==> config.mk <==
export PLATFORM = sky130hd
export DESIGN_NAME = fp_addsub_seq
export DESIGN_NICKNAME = d
export VERILOG_FILES = /design/src/rtl/fp_addsub_seq.sv
export SDC_FILE = /design/constraint.sdc
export NUM_CORES = 1
export LEC_CHECK = 0
export ABC_CLOCK_PERIOD_IN_PS = 5370
export BUFFER_PORTS_ARGS = -buffer_cell sky130_fd_sc_hd__buf_4
export CAP_MARGIN = 15
export CORE_MARGIN = 2
export CORE_UTILIZATION = 39
export CTS_CLUSTER_DIAMETER = 200
export CTS_CLUSTER_SIZE = 20
export DETAILED_ROUTE_END_ITERATION = 8
export SYNTH_ARGS = -nofsm -noshare
export SYNTH_HDL_FRONTEND = slang
export SYNTH_SLANG_ARGS = --single-unit
==> constraint.sdc <==
create_clock -name clk -period 5.37 [get_ports clk]
set_input_delay 1.074 -clock clk [delete_from_list [all_inputs] [get_ports clk]]
set_output_delay 1.074 -clock clk [all_outputs]
set_load 0.1 [all_outputs]
==> src/rtl/fp_addsub_seq.sv <==
// Multi-cycle FP32 add/subtract sequencer: unpack/align, add, iterative normalise, round.
// Defining FP_ADDSUB_PERF_EN adds the perf_ops / perf_stall counter ports.
module fp_addsub_seq #(
    parameter int NORM_MAX = 24
) (
    input  logic        clk,
    input  logic        rst_n,
    input  logic        in_valid,
    output logic        in_ready,
    input  logic        op,
    input  logic [2:0]  rm,
    input  logic [31:0] a,
    input  logic [31:0] b,
    output logic        out_valid,
    input  logic        out_ready,
    output logic [31:0] result,
    output logic [4:0]  fflags,
`ifdef FP_ADDSUB_PERF_EN
    output logic [31:0] perf_ops,
    output logic [31:0] perf_stall,
`endif
    output logic        busy
);

    localparam int CNT_W = $clog2(NORM_MAX + 1);
    localparam logic [CNT_W-1:0] CNT_MAX = CNT_W'(NORM_MAX);

    localparam logic [2:0] S_IDLE  = 3'd0;
    localparam logic [2:0] S_ALIGN = 3'd1;
    localparam logic [2:0] S_ADD   = 3'd2;
    localparam logic [2:0] S_NORM  = 3'd3;
    localparam logic [2:0] S_ROUND = 3'd4;
    localparam logic [2:0] S_DONE  = 3'd5;

    localparam logic [2:0] RM_RTZ = 3'd1;
    localparam logic [2:0] RM_RDN = 3'd2;
    localparam logic [2:0] RM_RUP = 3'd3;
    localparam logic [2:0] RM_RMM = 3'd4;

    localparam logic [31:0] QNAN = 32'h7FC0_0000;

    logic [2:0]       state_q;
    logic [31:0]      a_q, b_q;
    logic [2:0]       rm_q;
    logic [47:0]      big_q, small_q;
    logic             sign_big_q, sign_small_q, sign_q, zero_q;
    logic [48:0]      sum_q;
    logic [9:0]       exp_q;
    logic [CNT_W-1:0] cnt_q, cnt_inc;

    assign in_ready = (state_q == S_IDLE);
    assign busy     = (state_q != S_IDLE);
    assign cnt_inc  = cnt_q + CNT_W'(1);

    // Unpack, special-case detection and alignment of the smaller operand.
    logic [7:0]  ea, eb, e_big, e_small, e_diff;
    logic [23:0] ma, mb, m_small;
    logic        a_nan, b_nan, a_inf, b_inf, any_snan, a_first, special, small_lost;
    logic [5:0]  shamt;
    logic [47:0] small_full, small_shift;
    logic [31:0] special_res;
    logic [4:0]  special_flags;

    always_comb begin
        // NOTE: every combinational output gets a default first so no path can infer a latch.
        special_res   = QNAN;
        special_flags = 5'd0;
        ea       = a_q[30:23];
        eb       = b_q[30:23];
        ma       = (ea == 8'd0) ? 24'd0 : {1'b1, a_q[22:0]};
        mb       = (eb == 8'd0) ? 24'd0 : {1'b1, b_q[22:0]};
        a_nan    = (ea == 8'hFF) && (a_q[22:0] != 23'd0);
        b_nan    = (eb == 8'hFF) && (b_q[22:0] != 23'd0);
        a_inf    = (ea == 8'hFF) && (a_q[22:0] == 23'd0);
        b_inf    = (eb == 8'hFF) && (b_q[22:0] == 23'd0);
        any_snan = (a_nan && !a_q[22]) || (b_nan && !b_q[22]);
        special  = a_nan || b_nan || a_inf || b_inf;
        if (a_nan || b_nan) begin
            special_flags = {any_snan, 4'd0};
        end else if (a_inf && b_inf && (a_q[31] != b_q[31])) begin
            special_flags = 5'b10000;
        end else if (a_inf) begin
            special_res = a_q;
        end else if (b_inf) begin
            special_res = b_q;
        end
        a_first     = (ea >= eb);
        e_big       = a_first ? ea : eb;
        e_small     = a_first ? eb : ea;
        m_small     = a_first ? mb : ma;
        e_diff      = e_big - e_small;
        shamt       = (e_diff >= 8'd48) ? 6'd48 : e_diff[5:0];
        small_full  = {m_small, 24'd0};
        small_shift = small_full >> shamt;
        small_lost  = |(small_full & ~(48'hFFFF_FFFF_FFFF << shamt));
    end

    // Signed-magnitude add/subtract of the aligned mantissas.
    logic [48:0] add_sum;
    logic        add_sign;

    always_comb begin
        add_sum  = {1'b0, big_q} + {1'b0, small_q};
        add_sign = sign_big_q;
        if (sign_big_q != sign_small_q) begin
            if (big_q >= small_q) begin
                add_sum = {1'b0, big_q - small_q};
            end else begin
                add_sum  = {1'b0, small_q - big_q};
                add_sign = sign_small_q;
            end
        end
    end

    // Rounding: mantissa in [47:24], guard/round at [23]/[22], sticky below.
    logic        g, r, s, grs, inc, ovf_inf;
    logic [24:0] mant_r;
    logic [9:0]  exp_r;
    logic [22:0] frac_r;
    logic [31:0] round_res;
    logic [4:0]  round_flags;

    always_comb begin
        g   = sum_q[23];
        r   = sum_q[22];
        s   = |sum_q[21:0];
        grs = g | r | s;
        case (rm_q)
            RM_RTZ:  inc = 1'b0;
            RM_RDN:  inc = sign_q & grs;
            RM_RUP:  inc = ~sign_q & grs;
            RM_RMM:  inc = g;
            default: inc = g & (r | s | sum_q[24]);
        endcase
        mant_r  = {1'b0, sum_q[47:24]} + {24'd0, inc};
        exp_r   = exp_q + {9'd0, mant_r[24]};
        frac_r  = mant_r[24] ? mant_r[23:1] : mant_r[22:0];
        ovf_inf = (rm_q == RM_RTZ) ? 1'b0 : (rm_q == RM_RDN) ? sign_q :
                  (rm_q == RM_RUP) ? ~sign_q : 1'b1;
        if (zero_q) begin
            round_res   = {sign_q, 31'd0};
            round_flags = 5'd0;
        end else if (!sum_q[47]) begin
            round_res   = {sign_q, 31'd0};
            round_flags = 5'b00011;
        end else if (exp_r >= 10'd255) begin
            round_res   = ovf_inf ? {sign_q, 8'hFF, 23'd0} : {sign_q, 8'hFE, 23'h7FFFFF};
            round_flags = 5'b00101;
        end else begin
            round_res   = {sign_q, exp_r[7:0], frac_r};
            round_flags = {4'd0, grs};
        end
    end

    always_ff @(posedge clk or negedge rst_n) begin
        if (!rst_n) begin
            state_q      <= S_IDLE;
            a_q          <= '0;
            b_q          <= '0;
            rm_q         <= '0;
            big_q        <= '0;
            small_q      <= '0;
            sign_big_q   <= 1'b0;
            sign_small_q <= 1'b0;
            sign_q       <= 1'b0;
            zero_q       <= 1'b0;
            sum_q        <= '0;
            exp_q        <= '0;
            cnt_q        <= '0;
            out_valid    <= 1'b0;
            result       <= '0;
            fflags       <= '0;
        end else begin
            // NOTE: non-blocking assignments so every state register updates from pre-edge values.
            case (state_q)
                S_IDLE: if (in_valid) begin
                    a_q     <= a;
                    b_q     <= {b[31] ^ op, b[30:0]};
                    rm_q    <= rm;
                    state_q <= S_ALIGN;
                end
                S_ALIGN: begin
                    if (special) begin
                        result  <= special_res;
                        fflags  <= special_flags;
                        state_q <= S_DONE;
                    end else begin
                        big_q        <= {a_first ? ma : mb, 24'd0};
                        small_q      <= small_shift | {47'd0, small_lost};
                        sign_big_q   <= a_first ? a_q[31] : b_q[31];
                        sign_small_q <= a_first ? b_q[31] : a_q[31];
                        exp_q        <= {2'b00, e_big};
                        state_q      <= S_ADD;
                    end
                end
                S_ADD: begin
                    sum_q <= add_sum;
                    cnt_q <= '0;
                    if (add_sum == 49'd0) begin
                        zero_q  <= 1'b1;
                        sign_q  <= (rm_q == RM_RDN);
                        state_q <= S_ROUND;
                    end else begin
                        zero_q  <= 1'b0;
                        sign_q  <= add_sign;
                        state_q <= S_NORM;
                    end
                end
                S_NORM: begin
                    if (sum_q[48]) begin
                        sum_q   <= {1'b0, sum_q[48:2], sum_q[1] | sum_q[0]};
                        exp_q   <= exp_q + 10'd1;
                        state_q <= S_ROUND;
                    end else if (sum_q[47] || (cnt_q == CNT_MAX) || (exp_q <= 10'd1)) begin
                        state_q <= S_ROUND;
                    end else begin
                        sum_q <= {sum_q[47:0], 1'b0};
                        exp_q <= exp_q - 10'd1;
                        cnt_q <= cnt_inc;
                        // Leave as soon as this shift completes normalisation or hits a limit.
                        if (sum_q[46] || (cnt_inc == CNT_MAX) || (exp_q <= 10'd2))
                            state_q <= S_ROUND;
                    end
                end
                S_ROUND: begin
                    result  <= round_res;
                    fflags  <= round_flags;
                    state_q <= S_DONE;
                end
                S_DONE: begin
                    if (!out_valid) begin
                        out_valid <= 1'b1;
                    end else if (out_ready) begin
                        out_valid <= 1'b0;
                        state_q   <= S_IDLE;
                    end
                end
                default: state_q <= S_IDLE;
            endcase
        end
    end

`ifdef FP_ADDSUB_PERF_EN
    always_ff @(posedge clk or negedge rst_n) begin
        if (!rst_n) begin
            perf_ops   <= '0;
            perf_stall <= '0;
        end else begin
            if (out_valid && out_ready)  perf_ops   <= perf_ops + 32'd1;
            if (out_valid && !out_ready) perf_stall <= perf_stall + 32'd1;
        end
    end
`endif

endmodule

==> load_flow_metrics.sql, run 1 <==
INSERT INTO impl_metrics (metric_group, metric, value, unit) VALUES
('final_layout', 'final_net_count', '2921', ''),
('clock_network', 'cts_made_buffers', '16', ''),
('clock_network', 'cts_hold_repair.buffers', '0', ''),
('global_routing', 'antenna_found_initial', '5', ''),
('critical_path', 'end_kind', 'register', ''),
('run_status', 'run_status', 'complete, no violations', ''),
('route', 'route.detailed.wl_per_inst', '24.4', 'um'),
('synth', 'synth_warnings', '0', ''),
('synth', 'synth_nets', '2838', ''),
('synth', 'yosys.area.top_type', 'sky130_fd_sc_hd__dfrtp_1', ''),
('global_routing', 'grt_pass1_vias', '21300', ''),
('global_routing', 'first_pass_grt_wire_length', '130', 'mm'),
('critical_path', 'reg2reg_setup_slack', '190', 'ps'),
('critical_path', 'rr_startpoint', 'b_q[30]$_DFFE_PN0P_', ''),
('clock_network', 'tritoncts', 'done', ''),
('global_routing', 'grt_overflow_total', '0', ''),
('global_routing', 'globalRouteTotalUtil', '29.7', '%'),
('synth', 'synth_cell_type_count', '104', ''),
('die', 'floorplan.io_pins', '112', ''),
('die', 'initial_core_util', '39.2', '%'),
('timing', 'max_slew_vio_count', '0', ''),
('die', 'core_area', '53600', 'um2'),
('synth', 'leading_cell_types_by_total_area_after_synthesis', 'sky130_fd_sc_hd__dfrtp_1 (29%), sky130_fd_sc_hd__nand2_1 (6.8%), sky130_fd_sc_hd__ha_1 (5.4%)', ''),
('worst_hold_path', 'hold_path_class', 'input port to async pin', ''),
('placement', 'preCtsSetupSlack', '172', 'ps'),
('critical_path', 'cp-start-kind', 'register', ''),
('final_layout', 'final_layout_size_suffix_gt1_share', '15.6', '%'),
('clock_network', 'ctsRootBufferMaster', 'sky130_fd_sc_hd__clkbuf_16', ''),
('placement', 'detailed_place_hpwl', '64.8', 'mm'),
('synth', 'number_of_enable_flip_flop_cells_after_synthesis', '0', ''),
('route', 'detail_route.drc_violations', '0', ''),
('global_routing', 'maximum_number_of_pins_on_one_net_before_global_route_repair', '108', ''),
('final_layout', 'fill_cells', '5470', ''),
('run', 'maxCapViolCount', '0', ''),
('critical_path', 'regToRegEndpoint', 'small_q[34]$_DFFE_PN0P_', ''),
('timing', 'top_achievable_clock_speed', '193', 'MHz'),
('synth', 'dominantRegCellSynth', 'sky130_fd_sc_hd__dfrtp_1', ''),
('synth', 'yosys_register_bits', '247', ''),
('placement', 'port_buffers', '110', ''),
('route', 'finalWirelength', '84.4', 'mm'),
('clock_network', 'clkSlewWorstSetupHoldPaths', '90', 'ps'),
('timing', 'tightestPinTransition', '1160', 'ps'),
('route', 'drt-vias-per-instance', '6.35', ''),
('die', 'die_y', '236', 'um'),
('placement', 'gp_congestion', '1.01', ''),
('route', 'drt-pass1-iter-count', '5', ''),
('synth', 'synth-seq-area-share', '29.4', '%'),
('timing', 'fin_ws', '189', 'ps'),
('synth', 'postSynth.asyncResetShare', '100', '%'),
('route', 'drt_first_iter_violations', '2421', ''),
('timing', 'final.setup_skew', '44.0', 'ps'),
('clock_network', 'insertion_delay', '550', 'ps'),
('synth', 'mappedNetlistArea', '21000', 'um2'),
('timing', 'finalCritPeriodShare', '96.5', '%'),
('final_layout', 'layout.cells.most_common_list', 'sky130_fd_sc_hd__nand2_1 (381), sky130_fd_sc_hd__dfrtp_1 (246), sky130_fd_sc_hd__buf_4 (246), sky130_fd_sc_hd__o21ai_0 (206), sky130_fd_sc_hd__nor2_1 (199)', ''),
('die', 'die_w', '236', 'um'),
('clock_network', 'clock-sinks', '247', ''),
('clock_network', 'clk_path_buf_depth', '3', ''),
('critical_path', 'worstPathMaxFanout', '41', ''),
('critical_path', 'crit_type', 'register to register', ''),
('die', 'fp.dieArea', '55800', 'um2'),
('synth', 'synthesis.instances', '2673', ''),
('synth', 'post_synth.cell_area_avg', '7.87', 'um2'),
('critical_path', 'critical_path.startpoint', 'b_q[30]$_DFFE_PN0P_', ''),
('timing', 'layout_min_cycle_time', '5180', 'ps'),
('timing', 'hold_viol_final', '0', ''),
('critical_path', 'reg2regPathDepth', '17', ''),
('clock_network', 'cts.htree.levels', '1', ''),
('route', 'detail-route-antenna-nets', '0', ''),
('synth', 'post_synth_top_area_share', '29.4', '%'),
('critical_path', 'critPathArrivalTime', '5580', 'ps'),
('timing', 'setup_viol', '0', ''),
('timing', 'max-slew-margin-rel', '22.8', '%'),
('die', 'placementRows', '85', ''),
('final_layout', 'layout.cells.most_common', 'sky130_fd_sc_hd__nand2_1', ''),
('critical_path', 'worst_ep_required_time', '5770', 'ps'),
('final_layout', 'layout-area-overhead-vs-synth', '12.8', '%'),
('route', 'num_vias', '21900', '');
==> layer usage <==
metal | track usage (%) | routed length [um] | vias to the layer above
met5 | 0 | 28 | -
met4 | 11.5 | 3420 | 4
met3 | 4.40 | 6450 | 187
met2 | 47.3 | 38200 | 1005
met1 | 40.5 | 36300 | 10700
li1 | - | - | 10000
==> cells in the mapped netlist, types with 22 or more instances <==
cell type                    n
sky130_fd_sc_hd__nand2_1   382
sky130_fd_sc_hd__dfrtp_1   247
sky130_fd_sc_hd__o21ai_0   207
sky130_fd_sc_hd__nor2_1    204
sky130_fd_sc_hd__a21oi_1   168
sky130_fd_sc_hd__clkbuf_1  151
sky130_fd_sc_hd__inv_1     101
sky130_fd_sc_hd__ha_1       91
sky130_fd_sc_hd__mux2_2     73
sky130_fd_sc_hd__nand3_1    65
sky130_fd_sc_hd__o211ai_1   63
sky130_fd_sc_hd__nor3_1     62
sky130_fd_sc_hd__nor4_1     43
sky130_fd_sc_hd__xor2_1     41
sky130_fd_sc_hd__a221oi_1   38
sky130_fd_sc_hd__nand4_1    38
sky130_fd_sc_hd__xnor2_1    37
sky130_fd_sc_hd__a31oi_1    36
sky130_fd_sc_hd__a211oi_1   35
sky130_fd_sc_hd__and3_1     33
sky130_fd_sc_hd__a22o_1     32
sky130_fd_sc_hd__a21o_1     28
sky130_fd_sc_hd__nand2b_1   26
sky130_fd_sc_hd__o21a_1     25
sky130_fd_sc_hd__o31ai_1    23
sky130_fd_sc_hd__mux2i_1    22
sky130_fd_sc_hd__nor2b_1    22
==> critical path, stage by stage (launching register included) <==
cell and delay, ps:
sky130_fd_sc_hd__dfrtp_1 390, sky130_fd_sc_hd__inv_1 70, sky130_fd_sc_hd__ha_1 460, sky130_fd_sc_hd__nand4_1 270, sky130_fd_sc_hd__o31ai_4 370, sky130_fd_sc_hd__buf_4 460, sky130_fd_sc_hd__a221oi_2 160, sky130_fd_sc_hd__o311a_1 460
sky130_fd_sc_hd__o21ai_0 430, sky130_fd_sc_hd__a2111oi_4 140, sky130_fd_sc_hd__buf_4 220, sky130_fd_sc_hd__buf_4 160, sky130_fd_sc_hd__a211oi_1 390, sky130_fd_sc_hd__a21oi_1 160, sky130_fd_sc_hd__and3_1 300, sky130_fd_sc_hd__a21oi_1 320
sky130_fd_sc_hd__buf_4 200, sky130_fd_sc_hd__o22ai_1 60
==> cell type report <==
class	count	area (um2)	area share (%)
inverters	101	379	1.60
clock inverters	1	16.3	0.0685
multi-input cells	2134	13800	58.3
clock buffers	18	429	1.81
repair buffers	256	2000	8.45
well taps	696	871	3.67
flip-flops and latches	247	6180	26.1
diodes	3	7.51	0.0316
==> flip-flops by register name (all words and copies together), names as in the netlist, 3 cells and up <==
name,flops
rm_q,3
fflags,4
cnt_q,5
state_q,3
exp_q,10
sum_q,49
small_q,48
big_q,24
b_q,32
a_q,32
result,32
==> repair_timing <==
item                       4_1_cts  5_1_grt
resized for setup                0       22
buffers inserted                 0        4
setup endpoints to repair        0       33
==> per-stage QoR <==
step                      utilization [%]  std cells  setup TNS (ps)  hold WS [ps]  instance area (um2)
after floorplan                         -       2673               0           480                21100
after global placement               43.2       3428               0           480                23100
after detailed placement             43.2       3428               0           489                23100
after CTS                            44.0       3447               0           512                23600
after global routing                 44.3       3453            -138           532                23700
final                                44.3       3456               0           506                23700
==> cells by family (layout without fill, tap and decap cells) <==
family | Yosys count | after routing | synth area share [%]
and+or+nand+nor | 976 | 976 | 22.3
AOI/OAI and AO/OA | 891 | 891 | 29.0
buffers and inverters | 292 | 376 | 5.51
DFF | 247 | 247 | 29.4
muxes | 95 | 95 | 4.95
adders and majority gates | 93 | 93 | 5.60
xor gates and xnor gates | 78 | 78 | 3.25
other | 1 | 4 | 0.0178
==> worst max path at each step <==
stage	end	slack, ps	cells after the start
2_1_floorplan	small_q[14]$_DFFE_PN0P_	20	22
3_3_place_gp	result[22]$_DFFE_PN0P_	140	24
3_5_place_dp	result[2]$_DFFE_PN0P_	170	24
4_1_cts	result[2]$_DFFE_PN0P_	140	24
5_1_grt	result[10]$_DFFE_PN0P_	-20	24
6_report	small_q[34]$_DFFE_PN0P_	190	17
Power of run 1 is not shown: default switching activity piles up to over one toggle a cycle in this logic, so the estimate is an artifact.
==> run 2, diff against run 1 <==
--- a/config.mk
+++ b/config.mk
@@ -10,9 +10,11 @@
 export CAP_MARGIN = 15
 export CORE_MARGIN = 2
 export CORE_UTILIZATION = 39
+export CTS_BUF_LIST = sky130_fd_sc_hd__clkbuf_4
 export CTS_CLUSTER_DIAMETER = 200
 export CTS_CLUSTER_SIZE = 20
 export DETAILED_ROUTE_END_ITERATION = 8
+export HOLD_SLACK_MARGIN = 0.02
 export SYNTH_ARGS = -nofsm -noshare
 export SYNTH_HDL_FRONTEND = slang
 export SYNTH_SLANG_ARGS = --single-unit
==> load_flow_metrics.sql, run 2 (synthesis results as in run 1) <==
INSERT INTO impl_metrics (metric_group, metric, value, unit) VALUES
('worst_hold_path', 'hold_path_class', 'input port to async pin', ''),
('placement', 'place_area', '23100', 'um2'),
('final_layout', 'register_name_with_the_most_flops', 'sum_q', ''),
('placement', 'port_buffers', '110', ''),
('route', 'wl_met2', '37.9', 'mm'),
('global_routing', 'first_pass_grt_wire_length', '130', 'mm'),
('placement', 'placed_instances', '3428', ''),
('timing', 'final.setup_skew', '110', 'ps'),
('final_layout', 'fill_cells', '5497', ''),
('route', 'route.detailed.wl_per_inst', '24.4', 'um'),
('final_layout', 'layout.cells.most_common', 'sky130_fd_sc_hd__nand2_1', ''),
('route', 'num_vias', '21900', ''),
('critical_path', 'cpLargestDelayFamily', 'compound AO/OA/AOI/OAI gates', ''),
('route', 'finalWirelength', '84.5', 'mm'),
('die', 'initial_core_util', '39.2', '%'),
('timing', 'max_slew_vio_count', '0', ''),
('final_layout', 'final_cell_count_no_fill', '3461', ''),
('final_layout', 'largest_register_ff_count', '49', ''),
('final_layout', 'layout-area-overhead-vs-synth', '11.7', '%'),
('clock_network', 'insertion_delay', '820', 'ps'),
('global_routing', 'grt_overflow_total', '0', ''),
('die', 'placementRows', '85', ''),
('global_routing', 'globalRouteTotalUtil', '29.7', '%'),
('route', 'met3RoutedLength', '6.23', 'mm'),
('timing', 'hold_viol_final', '0', ''),
('global_routing', 'grt_pass1_vias', '21300', ''),
('die', 'floorplan.io_pins', '112', ''),
('critical_path', 'cp-start-kind', 'register', ''),
('placement', 'gp_congestion', '1.01', ''),
('final_layout', 'final_net_count', '2927', ''),
('critical_path', 'crit_type', 'register to register', ''),
('timing', 'tightestPinTransition', '1090', 'ps'),
('critical_path', 'worstPathCellList', 'inv_1, ha_1, nand4_1, o31ai_4, a22oi_1, ha_1, o41a_1, or2_0, o211a_1, or4_1, buf_4, a22oi_1, o22a_1, mux2i_1, buf_4, a221o_1', ''),
('die', 'die_w', '236', 'um'),
('clock_network', 'cts.htree.levels', '1', ''),
('route', 'detail-route-antenna-nets', '0', ''),
('route', 'drt_first_iter_violations', '2629', ''),
('timing', 'hold_slack_final', '224', 'ps'),
('clock_network', 'tritoncts', 'done', ''),
('route', 'maxUsedRoutingLayer', 'met5', ''),
('clock_network', 'ctsRootBufferMaster', 'sky130_fd_sc_hd__clkbuf_4', ''),
('timing', 'max-slew-margin-rel', '27.7', '%'),
('clock_network', 'clock-sinks', '247', ''),
('clock_network', 'clkSlewWorstSetupHoldPaths', '220', 'ps'),
('route', 'drt-vias-per-instance', '6.34', ''),
('clock_network', 'cts_hold_repair.buffers', '0', ''),
('final_layout', 'reg.largest.list', 'sum_q (49), small_q (48)', ''),
('route', 'detail_route.drc_violations', '0', ''),
('critical_path', 'cp_slowest_stage_delay', '510', 'ps'),
('critical_path', 'critPathArrivalTime', '5870', 'ps'),
('clock_network', 'cts_made_buffers', '16', ''),
('die', 'fp.dieArea', '55800', 'um2'),
('route', 'drt-pass1-iter-count', '6', ''),
('die', 'core_area', '53600', 'um2'),
('final_layout', 'final_layout_size_suffix_gt1_share', '16.0', '%'),
('critical_path', 'worstPathBufferInverterCount', '3', ''),
('run_status', 'run_status', 'complete, no violations', ''),
('die', 'die_y', '236', 'um'),
('critical_path', 'end_kind', 'register', ''),
('clock_network', 'clk_path_buf_depth', '3', ''),
('global_routing', 'maximum_number_of_pins_on_one_net_before_global_route_repair', '108', ''),
('final_layout', 'final_cell_area', '23500', 'um2'),
('run', 'maxCapViolCount', '0', ''),
('critical_path', 'worstPathMaxFanout', '10', ''),
('final_layout', 'layout.cells.most_common_list', 'sky130_fd_sc_hd__nand2_1 (381), sky130_fd_sc_hd__buf_4 (252), sky130_fd_sc_hd__dfrtp_1 (246), sky130_fd_sc_hd__o21ai_0 (206), sky130_fd_sc_hd__nor2_1 (199)', ''),
('global_routing', 'antenna_found_initial', '5', ''),
('timing', 'finalCritPeriodShare', '96.4', '%'),
('route', 'm1WireLength', '36.7', 'mm'),
('timing', 'top_achievable_clock_speed', '193', 'MHz'),
('critical_path', 'worst_ep_required_time', '6060', 'ps'),
('timing', 'layout_min_cycle_time', '5180', 'ps'),
('placement', 'detailed_place_hpwl', '64.8', 'mm'),
('timing', 'setup_viol', '0', ''),
('critical_path', 'crit_slowest_cell', 'sky130_fd_sc_hd__or4_1', '');
[run 2: area by class of cell]
cell class	count	area, um2	area share [%]
inverter	101	379	1.61
timing repair buffer	262	2050	8.72
clock buffer	18	135	0.575
multi-input combinational	2134	13900	59.0
antenna	2	5.00	0.0213
clock inverter	1	16.3	0.0692
tap	696	871	3.71
sequential	247	6180	26.3
[run 2: worst register-to-register path, stage by stage, from the launching register on]
cell and delay, ps:
sky130_fd_sc_hd__dfrtp_1 430, sky130_fd_sc_hd__inv_1 70, sky130_fd_sc_hd__ha_1 460, sky130_fd_sc_hd__nand4_1 270, sky130_fd_sc_hd__o31ai_4 370, sky130_fd_sc_hd__a22oi_1 120, sky130_fd_sc_hd__ha_1 220, sky130_fd_sc_hd__o41a_1 500
sky130_fd_sc_hd__or2_0 250, sky130_fd_sc_hd__o211a_1 290, sky130_fd_sc_hd__or4_1 510, sky130_fd_sc_hd__buf_4 230, sky130_fd_sc_hd__a22oi_1 450, sky130_fd_sc_hd__o22a_1 350, sky130_fd_sc_hd__mux2i_1 110, sky130_fd_sc_hd__buf_4 160
sky130_fd_sc_hd__a221o_1 280
[run 2: layer usage]
metal | GRT usage, % | up-vias
met5 | 0 | -
met4 | 11.5 | 6
met3 | 4.62 | 205
met2 | 47.2 | 923
met1 | 40.6 | 10800
li1 | - | 10000
[run 2: through the flow]
| step | util, % | setup TNS (ps) | worst slack [ps] |
|---|---|---|---|
| CTS | 43.5 | 0 | 119 |
| floorplan | - | 0 | 18.4 |
| finish | 43.8 | 0 | 193 |
| global route | 43.8 | -1.19 | -1.19 |
| global placement | 43.2 | 0 | 136 |
| detailed placement | 43.2 | 0 | 172 |
[run 2: timing repair]
action | in CTS | in global routing
setup endpoints to repair | 0 | 44
resized for setup | 0 | 27
buffers inserted | 0 | 10
[run 2: path summary, 6_finish.rpt]
check / from / end / slack (ps) / depth (start not counted)
worst max-delay path: b_q[30]$_DFFE_PN0P_ / small_q[17]$_DFFE_PN0P_ / 190 / 16
worst min-delay path: rst_n / result[6]$_DFFE_PN0P_ / 220 / 1
worst max register to register: b_q[30]$_DFFE_PN0P_ / small_q[17]$_DFFE_PN0P_ / 190 / 16
worst min register to register: result[26]$_DFFE_PN0P_ / result[26]$_DFFE_PN0P_ / 530 / 1
max in group asynchronous: rst_n / sum_q[11]$_DFFE_PN0P_ / 3880 / 2
min in group clk: b[26] / b_q[26]$_DFFE_PN0P_ / 430 / 3
Power of run 2 is left out for the same reason.
